===== src/rtl/divider_burst_controller_if.sv =====
// Host-side handshake bundle for the divider burst controller: configuration
// offer/accept, start/abort control and the status flags returned to the host.
interface divider_burst_controller_if #(
  parameter int WIDTH = 32,
  parameter int CNT_W = 16
);
  logic [WIDTH-1:0] cfg_target;
  logic [CNT_W-1:0] cfg_count;
  logic             cfg_valid;
  logic             cfg_ready;
  logic             start;
  logic             abort;
  logic             busy;
  logic             done;
  logic             cfg_error;

  // Host side: offers configuration and control, observes status.
  modport master (
    output cfg_target, cfg_count, cfg_valid, start, abort,
    input  cfg_ready, busy, done, cfg_error
  );

  // Controller side: consumes configuration and control, drives status.
  modport slave (
    input  cfg_target, cfg_count, cfg_valid, start, abort,
    output cfg_ready, busy, done, cfg_error
  );
endinterface


===== src/rtl/divider_burst_controller.sv =====
// Sequencing controller for the pulse-clock divider: takes a validated divide
// configuration, drives the counter's enable/reset/target and produces the
// divided output as a burst of N edges or continuously, with start/abort
// control and done/busy status. Every output is a register.
module divider_burst_controller #(
  parameter int WIDTH      = 32,
  parameter int CNT_W      = 16,
  parameter int MIN_TARGET = 2,
  parameter int PIPE_COMP  = 1
) (
  input  logic                       pulse_clock,
  input  logic                       external_reset_n,
  divider_burst_controller_if.slave  host,
  input  logic                       div_toggle,
  output logic                       div_enable,
  output logic                       div_reset,
  output logic [WIDTH-1:0]           div_target,
  output logic                       divided_clock
);

  localparam logic [WIDTH-1:0] MIN_T  = WIDTH'(MIN_TARGET);
  localparam logic [WIDTH-1:0] PIPE_W = WIDTH'(PIPE_COMP);

  typedef enum logic [2:0] {
    S_IDLE, S_ARMED, S_PRIME, S_RUN, S_HOLDOFF, S_FINISH
  } state_e;

  state_e           state_q;
  logic [WIDTH-1:0] target_reg_q;
  logic [CNT_W-1:0] count_reg_q;
  logic [CNT_W-1:0] edges_left_q;
  logic [WIDTH-1:0] div_target_q;
  logic             div_enable_q;
  logic             div_reset_q;
  logic             divided_clock_q;
  logic             busy_q;
  logic             done_q;
  logic             cfg_ready_q;
  logic             cfg_error_q;
  logic             in_burst;

  // Abort is only honoured while a burst is actually in progress.
  assign in_burst = (state_q == S_PRIME) || (state_q == S_RUN) ||
                    (state_q == S_HOLDOFF);

  // Controller FSM; each transition also loads the outputs of the state it enters.
  // NOTE: every register here uses non-blocking assignment so all state and
  // outputs update together from the same pre-edge values.
  always_ff @(posedge pulse_clock or negedge external_reset_n) begin
    if (!external_reset_n) begin
      state_q         <= S_IDLE;
      target_reg_q    <= '0;
      count_reg_q     <= '0;
      edges_left_q    <= '0;
      div_target_q    <= '0;
      div_enable_q    <= 1'b0;
      div_reset_q     <= 1'b1;
      divided_clock_q <= 1'b0;
      busy_q          <= 1'b0;
      done_q          <= 1'b0;
      cfg_ready_q     <= 1'b0;
      cfg_error_q     <= 1'b0;
    end else begin
      done_q <= 1'b0;
      if (host.abort && in_burst) begin
        // Abort wins over a coincident div_toggle: no toggle, no decrement.
        state_q         <= S_ARMED;
        divided_clock_q <= 1'b0;
        div_enable_q    <= 1'b0;
        div_reset_q     <= 1'b1;
        busy_q          <= 1'b0;
        cfg_ready_q     <= 1'b1;
      end else begin
        unique case (state_q)
          S_IDLE, S_ARMED: begin
            cfg_ready_q <= 1'b1;
            if (host.cfg_valid && cfg_ready_q) begin
              // A configuration handshake takes priority over start.
              if (host.cfg_target < MIN_T) begin
                cfg_error_q <= 1'b1;
              end else begin
                target_reg_q <= host.cfg_target;
                count_reg_q  <= host.cfg_count;
                div_target_q <= host.cfg_target - PIPE_W;
                cfg_error_q  <= 1'b0;
                state_q      <= S_ARMED;
              end
            end else if (host.start && (state_q == S_ARMED)) begin
              state_q      <= S_PRIME;
              edges_left_q <= count_reg_q;
              div_target_q <= target_reg_q - PIPE_W;
              cfg_ready_q  <= 1'b0;
              busy_q       <= 1'b1;
            end
          end
          S_PRIME: begin
            state_q      <= S_RUN;
            div_reset_q  <= 1'b0;
            div_enable_q <= 1'b1;
          end
          S_RUN: begin
            if (div_toggle) begin
              divided_clock_q <= ~divided_clock_q;
              if ((count_reg_q != '0) && (edges_left_q != '0)) begin
                edges_left_q <= edges_left_q - CNT_W'(1);
              end
              state_q     <= S_HOLDOFF;
              div_reset_q <= 1'b1;
            end
          end
          S_HOLDOFF: begin
            if ((count_reg_q != '0) && (edges_left_q == '0)) begin
              state_q         <= S_FINISH;
              div_enable_q    <= 1'b0;
              divided_clock_q <= 1'b0;
              done_q          <= 1'b1;
              busy_q          <= 1'b0;
            end else begin
              state_q     <= S_RUN;
              div_reset_q <= 1'b0;
            end
          end
          S_FINISH: begin
            // Configuration is retained so a restart needs only start.
            state_q     <= S_ARMED;
            cfg_ready_q <= 1'b1;
          end
          default: state_q <= S_IDLE;
        endcase
      end
    end
  end

  assign host.cfg_ready = cfg_ready_q;
  assign host.busy      = busy_q;
  assign host.done      = done_q;
  assign host.cfg_error = cfg_error_q;
  assign div_enable     = div_enable_q;
  assign div_reset      = div_reset_q;
  assign div_target     = div_target_q;
  assign divided_clock  = divided_clock_q;

endmodule


===== src/flat_wrapper.sv =====
// flat-port wrapper written by rule: the top's interface ports become plain ports
module divider_burst_controller_flat 
#(
  parameter int WIDTH      = 32,
  parameter int CNT_W      = 16,
  parameter int MIN_TARGET = 2,
  parameter int PIPE_COMP  = 1
)
  (pulse_clock, external_reset_n, div_toggle, div_enable, div_reset, div_target, divided_clock, host_cfg_target, host_cfg_count, host_cfg_valid, host_start, host_abort, host_cfg_ready, host_busy, host_done, host_cfg_error);
  divider_burst_controller_if #(.WIDTH(WIDTH), .CNT_W(CNT_W)) host_i ();
  input  logic pulse_clock;
  input  logic external_reset_n;
  input  logic div_toggle;
  output logic div_enable;
  output logic div_reset;
  output logic [WIDTH-1:0] div_target;
  output logic divided_clock;
  input wire logic [$bits(host_i.cfg_target)-1:0] host_cfg_target;
  input wire logic [$bits(host_i.cfg_count)-1:0] host_cfg_count;
  input wire logic [$bits(host_i.cfg_valid)-1:0] host_cfg_valid;
  input wire logic [$bits(host_i.start)-1:0] host_start;
  input wire logic [$bits(host_i.abort)-1:0] host_abort;
  output wire logic [$bits(host_i.cfg_ready)-1:0] host_cfg_ready;
  output wire logic [$bits(host_i.busy)-1:0] host_busy;
  output wire logic [$bits(host_i.done)-1:0] host_done;
  output wire logic [$bits(host_i.cfg_error)-1:0] host_cfg_error;
  assign host_i.cfg_target = host_cfg_target;
  assign host_i.cfg_count = host_cfg_count;
  assign host_i.cfg_valid = host_cfg_valid;
  assign host_i.start = host_start;
  assign host_i.abort = host_abort;
  assign host_cfg_ready = host_i.cfg_ready;
  assign host_busy = host_i.busy;
  assign host_done = host_i.done;
  assign host_cfg_error = host_i.cfg_error;
  divider_burst_controller #(.WIDTH(WIDTH), .CNT_W(CNT_W), .MIN_TARGET(MIN_TARGET), .PIPE_COMP(PIPE_COMP)) u_core (.pulse_clock(pulse_clock), .external_reset_n(external_reset_n), .host(host_i), .div_toggle(div_toggle), .div_enable(div_enable), .div_reset(div_reset), .div_target(div_target), .divided_clock(divided_clock));
endmodule

===== config.mk =====
export PLATFORM = sky130hd
export DESIGN_NAME = divider_burst_controller_flat
export DESIGN_NICKNAME = d
export VERILOG_FILES = /design/src/rtl/divider_burst_controller_if.sv /design/src/rtl/divider_burst_controller.sv /design/src/flat_wrapper.sv
export SDC_FILE = /design/constraint.sdc
export NUM_CORES = 1
export LEC_CHECK = 0
export BUFFER_PORTS_ARGS = -buffer_cell sky130_fd_sc_hd__buf_2
export CAP_MARGIN = 20
export CORE_MARGIN = 2
export CORE_UTILIZATION = 51
export CTS_CLUSTER_DIAMETER = 30
export DETAILED_ROUTE_END_ITERATION = 7
export PLACE_DENSITY = 0.7
export SYNTH_ARGS = -nofsm -noshare
export SYNTH_HDL_FRONTEND = slang
export SYNTH_SLANG_ARGS = --single-unit

===== constraint.sdc =====
create_clock -name pulse_clock -period 4.5 [get_ports pulse_clock]
set_clock_uncertainty 0.05 [all_clocks]
set_input_delay 0.45 -clock pulse_clock [delete_from_list [all_inputs] [get_ports pulse_clock]]
set_output_delay 0.45 -clock pulse_clock [all_outputs]
set_load 0.01 [all_outputs]

After elaboration in Yosys (flattened, before gate mapping)
Cells that the tools add are included.
{"block": "classes", "n_lt_le_gt_ge": 1, "addsub": 3, "mux": 37, "bitwise_logic": 3, "eq_ne": 17, "reduce_logical": 28}
{"cell": "2-to-1 mux 32 bit", "count": 3}
{"cell": "2-to-1 mux 16 bit", "count": 4}
{"cell": "subtractor 32 x 1 -> 32 bit, second input constant", "count": 2}
{"cell": "less-than comparator 32 x 2 -> 1 bit, second input constant", "count": 1}
{"cell": "one-hot mux 16 bit (2 select lines)", "count": 1}
{"cell": "nonzero test 16 bit", "count": 2}
{"cell": "2-to-1 mux 3 bit", "count": 6}
{"cell": "2-to-1 mux 1 bit", "count": 17}
{"cell": "zero test 16 bit", "count": 1}
{"cell": "subtractor 16 x 1 -> 16 bit, second input constant", "count": 1}
{"cell": "one-hot mux 3 bit (5 select lines)", "count": 1}
{"cell": "AND reduction 3 bit", "count": 4}
{"cell": "AND reduction 4 bit", "count": 3}
{"cell": "nonzero test 3 bit", "count": 4}
{"cell": "inequality test 3 bit, second input constant", "count": 3}
{"cell": "inequality test 2 bit, second input constant", "count": 4}
{"cell": "one-hot mux 1 bit (2 select lines)", "count": 4}
{"cell": "== test 3 x 2 -> 1 bit, second input constant", "count": 2}
{"cell": "== test 3 bit, second input constant", "count": 2}
{"cell": "AND reduction 6 bit", "count": 1}
{"cell": "logical AND 1 bit", "count": 5}
{"cell": "inequality test 4 x 1 -> 1 bit, second input constant", "count": 1}
{"cell": "inequality test 4 x 3 -> 1 bit, second input constant", "count": 1}
{"cell": "nonzero test 2 bit", "count": 2}
{"cell": "other kinds (11)", "count": 14}
{"block": "word_totals", "reg_bits": 106, "word_cells": 101, "output_inout_bits": 39}

Depth between registers and ports, before layout
Gate-level depths: netlist of the first run.
{"block": "logic_depth", "word_depth": 6, "depth_mapped": 12, "mapped_depth_nobuf": 9}

Worst setup path before layout of the first run
OpenSTA, ideal clock, no wires.
{"block": "synth_path", "path_type": "reg-to-reg", "start": "register u_core.cfg_ready_q (netlist: u_core.host.cfg_ready)", "end": "register u_core.div_target_q[30] (netlist: u_core.div_target[30])", "synth_period_minus_slack_ns": 3.197, "setup_ns": 0.133, "n_path_buf": 3, "slack_ns": 1.303, "stages_incl_launch_ff": 13, "t_required_ns": 4.317, "t_arrival_ns": 3.014, "cell_sequence": "dfrtp_1 > and2_1 > buf_2 > buf_2 > buf_2 > mux2i_1 > ha_1 > nor3b_1 > a22oi_1 > nor4_2 > nand4_1 > xnor2_1 > o21ai_0"}
{"block": "synth_via", "elab_chain_len": 3}
{"item": "from (decl)", "line": "divider_burst_controller.sv:38", "source": "logic cfg_ready_q;"}
{"item": "from (signal assigned)", "line": "divider_burst_controller.sv:61", "source": "cfg_ready_q <= 1'b0;"}
{"item": "from (signal assigned)", "line": "divider_burst_controller.sv:72", "source": "cfg_ready_q <= 1'b1;"}
{"item": "from (signal assigned)", "line": "divider_burst_controller.sv:76", "source": "cfg_ready_q <= 1'b1;"}
{"item": "logical AND 1 bit *", "line": "divider_burst_controller.sv:77", "source": "if (host.cfg_valid && cfg_ready_q) begin"}
{"item": "inequality test 2 bit (no line) or nonzero test 2 bit (tied branches)"}
{"item": "AND reduction 4 bit (no line)"}
{"item": "to (signal assigned)", "line": "divider_burst_controller.sv:84", "source": "div_target_q <= host.cfg_target - PIPE_W;"}
{"item": "to (signal assigned)", "line": "divider_burst_controller.sv:91", "source": "div_target_q <= target_reg_q - PIPE_W;"}
{"item": "to (decl)", "line": "divider_burst_controller.sv:32", "source": "logic [WIDTH-1:0] div_target_q;"}
Mark *: on every way between the ends. The rest lies on a longest branch, timed or not.
A chain may end at the register's enable or synchronous reset.

Worst setup path in the final report of the first run
{"block": "layout_path", "start": "register u_core.cfg_ready_q (netlist: u_core.host.cfg_ready)", "end": "register u_core.div_target_q[28] (netlist: u_core.div_target[28])"}
The elaborated chain is that of the path after synthesis.

==> impl_metrics.tcl, run 1 <==
set metrics [dict create \
    grt_first_pass_wirelength_um 25620 \
    clockBufferDepth 2 \
    drtAntennaViolNets 0 \
    synth_top_area_share_pct 43.67 \
    maxCapViolCount 0 \
    required_ns 4.67 \
    ir_worst_vdd_uv 472.5 \
    finalHoldViolations 0 \
    initial_core_util_pct 52.47 \
    internal_power_w 0.002784 \
    path_max_fanout 22 \
    areaGrowthSynthToFinish_pct 14.31 \
    p_leak_nw 2.916 \
    dp.final_hpwl_um 11190 \
    grt_overflow 0 \
    setup_violations 0 \
    wl_per_cell_um 18.81 \
    hp-class "in -> async" \
    status "finished clean" \
    fin_util_pct 59.98 \
    seqPwrFrac_pct 40.0 \
    worstMarginPinSlew_ns 0.9520 \
    fin_crit_sh_pct 79.52 \
    fin_tns_setup_ns 0 \
    synth_largest_area_cell "dfrtp_1" \
    num_io_pins 93 \
    drc 0 \
    syn_nets 668 \
    comb_power_share_pct 42.6 \
    fin_nets 743 \
    grt_max_degree 71 \
    p_switching_w 0.001941 \
    postCtsHoldBufs 0 \
    worst_setup_path_end_kind "register" \
    htreeDepth 3 \
    firstDrtPassIters 7 \
    synthArstFlopShare_pct 100.0 \
    max_slew_margin_pct 35.95 \
    ys_seq_elements 106 \
    rsz0062_at_grt "false" \
    synth-edff-count 0 \
    clock_latency_ns 0.36 \
    synth_warnings 0 \
    ys_seq_area_share_pct 44.10 \
    wirelength_um 15690 \
    core_area_um2 11470 \
    fillCellCount 948 \
    die_w_um 112.6 \
    path_class "reg -> reg" \
    num_rows 39 \
    arrival_ns 3.75 \
    drv_slew 0 \
    netlist_instances 611 \
    switching_share_pct 41.09 \
    synth_ff_type "dfrtp_1" \
    drt-vias-per-instance 6.198 \
    antenna_cells 0 \
    grt_pass1_vias 4973 \
    period_needed_ns 3.579 \
    drt_iter0_markers 396 \
    cts.reportedPaths.clkPinSlew_ns 0.08 \
    start_kind "register" \
    power_density_nw_per_um2 687.0 \
    grt.total_usage_pct 25.34 \
    synth.distinct_cells 63 \
    ys_top_cells_by_area "dfrtp_1 44%, mux2_2 9.4%, a21oi_1 4.2%" \
    vias 5169 \
    fmax_ghz 0.2794 \
    clkPwrFrac_pct 17.5 \
    cts_tree "built" \
    antenna_found_initial 0 \
    die_h_um 112.6 \
    cts_resized 0 \
    gp_congestion 0.9241 \
    die_area_um2 12680 \
    post_cts_buffers 0 \
    synth_area_um2 6017 \
    syn_avg_cell_area_um2 9.848 \
    drive_above_1_share_pct 25.33 \
    cts-root-buf "clkbuf_16" \
    portBuffers 92 \
    cts.sinks 106 \
    cts_buffers 9 \
]
## layer usage
metal,vias to the layer above,share of wire [%],track usage [%]
met1,2522,45,35.77
met2,205,46,38.52
met4,0,1.4,7.317
li1,2425,-,-
met5,-,0,0
met3,17,7.0,6.911
## cell type report
| type | instances | area (um2) | area share, % |
|---|---|---|---|
| multi-input combinational | 458 | 3172 | 46.12 |
| sequential | 106 | 2654 | 38.58 |
| timing repair buffer | 100 | 523.0 | 7.604 |
| clock buffer | 9 | 225.2 | 3.275 |
| tap | 143 | 178.9 | 2.601 |
| clock inverter | 7 | 83.83 | 1.219 |
| inverter | 11 | 41.29 | 0.6003 |
## through the flow
step           hold WS [ns]  cell area, um2  power [W]  instances  setup slack, ns
2_1_floorplan        0.1044            6017   0.003252        611            1.303
3_5_place_dp         0.4183            6569   0.003894        818           0.6674
6_report             0.1295            6878   0.004725        834           0.9214
3_3_place_gp         0.4143            6569   0.003823        818           0.8711
5_1_grt              0.2323            6878   0.005053        834           0.6955
4_1_cts              0.1894            6878   0.004736        834           0.9393
## cell usage after synthesis (3+ instances only)
cell type	number
a21oi_1	50
mux2i_1	24
mux2_2	50
xnor2_1	18
o22ai_1	6
and2_1	4
nand3_1	18
ha_1	3
clkbuf_1	20
nor3_1	16
dfrtp_1	105
buf_2	12
a211o_1	3
and3_1	5
nor4bb_1	13
o2bb2ai_1	3
nand2_1	36
a31oi_1	4
a221oi_1	4
o221ai_1	6
nor4_1	19
inv_1	11
o21ai_0	33
or3_1	3
nor3b_1	4
a21boi_0	4
a22oi_1	5
a211oi_1	16
xor2_1	10
nor2b_1	3
nor2_1	51
o22a_1	3
nand4_1	9
## placed cells by master (no fill, tap or decap), drive strengths merged, types with 9 or more instances in the layout
| cell type | synthesis | layout |
|---|---|---|
| dfrtp | 105 | 105 |
| buf | 16 | 100 |
| nor2 | 51 | 51 |
| a21oi | 50 | 50 |
| mux2 | 50 | 50 |
| nand2 | 36 | 36 |
| o21ai | 34 | 34 |
| mux2i | 24 | 24 |
| nor4 | 21 | 21 |
| nand3 | 18 | 18 |
| xnor2 | 18 | 18 |
| nor3 | 16 | 16 |
| a211oi | 16 | 16 |
| inv | 11 | 14 |
| nor4bb | 13 | 13 |
| xor2 | 10 | 10 |
| nand4 | 9 | 9 |
| clkbuf | 20 | 9 |
## worst max-delay path, stage by stage (launching register included)
cell and delay [ns]:
dfrtp_1 0.72, nand2_1 0.15, a21boi_0 0.35, ha_1 0.30, nor3b_1 0.38, a22oi_1 0.17, nor4_1 0.85, nand4_1 0.20
xnor2_1 0.18, a21oi_1 0.09
## registers in the layout (all words and copies together) (netlist names)
name and flops:
u_core.count_reg_q 16, u_core.edges_left_q 16, u_core.target_reg_q 32, u_core.host.busy 1, u_core.host.done 1, u_core.div_target 32, u_core.div_reset 1, u_core.state_q 3
u_core.host.cfg_ready 1, u_core.divided_clock 1, u_core.div_enable 1, u_core.host.cfg_error 1
## worst paths after layout
path / from / end / slack, ns / depth (start not counted)
min in group pulse_clock: host_cfg_count[5] / u_core.count_reg_q[5] / 0.27 / 2
max in group asynchronous: external_reset_n / u_core.div_target[20] / 3.25 / 2
setup / recovery: u_core.host.cfg_ready / u_core.div_target[28] / 0.92 / 9
setup reg to reg: u_core.host.cfg_ready / u_core.div_target[28] / 0.92 / 9
hold reg to reg: u_core.div_target[3] / u_core.div_target[3] / 0.43 / 2
hold / removal: external_reset_n / u_core.count_reg_q[13] / 0.13 / 1
## power groups by stage
stage / clock network, W / logic [W] / registers, W
2_1_floorplan: 0 / 0.00144 / 0.00181
3_3_place_gp: 0 / 0.00196 / 0.00187
3_5_place_dp: 0 / 0.00201 / 0.00188
4_1_cts: 0.000845 / 0.00201 / 0.00188
5_1_grt: 0.000882 / 0.00223 / 0.00195
6_report: 0.000825 / 0.00201 / 0.00189
## cells by family (layout without fill, tap and decap cells)
family	Yosys count	count (layout)	share of synthesized area (%)
AND/OR/NAND/NOR	194	194	17.59
adder cells (fa/ha/maj)	3	3	0.6239
flip-flops	106	106	44.10
XOR/XNOR	28	28	4.076
AO/OA/AOI/OAI	159	159	16.89
buffers and inverters	47	127	3.369
multiplexers	74	74	13.35
No activity file was read; power rests on OpenSTA's default activity.
==> inputs of run 2 (changes only) <==
Settings changed: PLACE_DENSITY 0.7 to 0.73.
Clock period 4.5 ns to 3 ns, I/O delays scaled along.
==> run 2 against run 1 <==
Critical endpoint is now u_core.div_target[30]. Sequential cell count unchanged. Power increased by 51%. Clock power increased by 47%. Sequential share of layout area decreased by 0.66 points. Sequential power increased by 49%. Via count increased by 3.4%. Critical path type unchanged.
==> impl_metrics.tcl, run 2 (same netlist as run 1, synthesis figures left out) <==
set metrics [dict create \
    cts_buffers 9 \
    wl_per_cell_um 18.70 \
    grt_overflow 0 \
    core_area_um2 11470 \
    postCtsHoldBufs 0 \
    power_density_nw_per_um2 1021 \
    worstMarginPinSlew_ns 0.9122 \
    drtAntennaViolNets 0 \
    cts_tree "built" \
    drc 0 \
    gp_congestion 0.9207 \
    max_slew_margin_pct 39.19 \
    num_io_pins 93 \
    grt_pass1_vias 5167 \
    path_delay_family "simple AND/OR/NAND/NOR gates" \
    fin_tns_setup_ns 0 \
    rsz0062_at_grt "false" \
    htreeDepth 3 \
    rr_endpoint "u_core.div_target[30]" \
    drive_above_1_share_pct 26.57 \
    path_cells "nand3_1, a21boi_0, ha_1, nor3b_2, a22oi_1, nor4_4, nand4_1, xnor2_1, o21ai_0" \
    areaGrowthSynthToFinish_pct 16.30 \
    num_rows 39 \
    period_needed_ns 2.666 \
    p_leak_nw 2.981 \
    drt-vias-per-instance 6.335 \
    path_buf_inv 0 \
    fmax_ghz 0.3751 \
    reg2reg_from "u_core.host.cfg_ready" \
    post_cts_buffers 0 \
    final_cell_mix "105 x dfrtp_1, 91 x buf_2, 51 x nor2_1" \
    grt_first_pass_wirelength_um 25740 \
    ir_worst_vdd_uv 692.4 \
    fin_crit_sh_pct 88.88 \
    maxCapViolCount 0 \
    drv_slew 0 \
    fin_nets 752 \
    die_h_um 112.6 \
    grt_max_degree 70 \
    r2r_setup_slack_ns 0.33 \
    grt.total_usage_pct 25.33 \
    path_max_fanout 6 \
    die_w_um 112.6 \
    path_class "reg -> reg" \
    arrival_ns 2.83 \
    start_kind "register" \
    final_common_cell "dfrtp_1" \
    firstDrtPassIters 5 \
    hp-class "in -> async" \
    cts.reportedPaths.clkPinSlew_ns 0.07 \
    initial_core_util_pct 52.47 \
    status "finished clean" \
    hold_slack_ns 0.01967 \
    cts-root-buf "clkbuf_16" \
    worst_setup_path_end_kind "register" \
    finalHoldViolations 0 \
    drt_iter0_markers 557 \
    clock_latency_ns 0.36 \
    cts_resized 0 \
    cpMaxStageDelayCell "nor4_4" \
    vias 5347 \
    dp.final_hpwl_um 11210 \
    ff2ff_path_depth 9 \
    clockBufferDepth 2 \
    required_ns 3.16 \
    antenna_found_initial 1 \
    wirelength_um 15780 \
    die_area_um2 12680 \
    portBuffers 92 \
    cts.sinks 106 \
    setup_violations 0 \
    cpPeakStageDelay_ns 0.49 \
]
## run 2: cell type report
cell class	count	area (um2)
fill	968	4469
multi-input combinational	458	3192
sequential	106	2654
timing repair buffer	109	628.1
clock buffer	9	225.2
tap	143	178.9
clock inverter	7	76.32
inverter	11	41.29
antenna	1	2.502
## run 2: worst reg2reg max path, cell delays in order (launching register included)
cell,delay [ns]
dfrtp_1,0.46
nand3_1,0.12
a21boi_0,0.28
ha_1,0.27
nor3b_2,0.21
a22oi_1,0.18
nor4_4,0.49
nand4_1,0.19
xnor2_1,0.19
o21ai_0,0.09
## run 2: power breakdown
| part | switching [W] | internal (W) |
|---|---|---|
| Combinational | 0.00169 | 0.00143 |
| Sequential | 0.000669 | 0.00215 |
| Clock | 0.000554 | 0.000653 |
## run 2: per-layer routing
| layer | routed length [um] | GRT usage [%] |
|---|---|---|
| met5 | 0 | 0 |
| met4 | 378 | 8.455 |
| met3 | 1225 | 6.533 |
| met2 | 7382 | 39.80 |
| met1 | 6796 | 34.40 |
## run 2: metrics by stage
stage	area [um2]	setup WS [ns]	util, %	instances	total power (W)
final	6998	0.3337	61.03	844	0.007142
after global routing	6998	0.09177	61.03	844	0.007628
after CTS	6995	0.3408	61.00	843	0.007144
after detailed placement	6694	0.3116	58.37	827	0.005901
after global placement	6694	0.4006	58.37	827	0.005770
after floorplan	6037	0.02150	-	611	0.004890
## run 2: how the worst max path moves through the flow
stage | from | end | slack, ns | cells after the start
3_3_place_gp | host_cfg_valid | u_core.div_target[30] | 0.40 | 10
2_1_floorplan | u_core.host.cfg_ready | u_core.div_target[30] | 0.02 | 12
6_report | u_core.host.cfg_ready | u_core.div_target[30] | 0.33 | 9
5_1_grt | u_core.host.cfg_ready | u_core.div_target[24] | 0.09 | 11
4_1_cts | u_core.host.cfg_ready | u_core.div_target[30] | 0.34 | 9
3_5_place_dp | host_cfg_valid | u_core.div_target[30] | 0.31 | 10
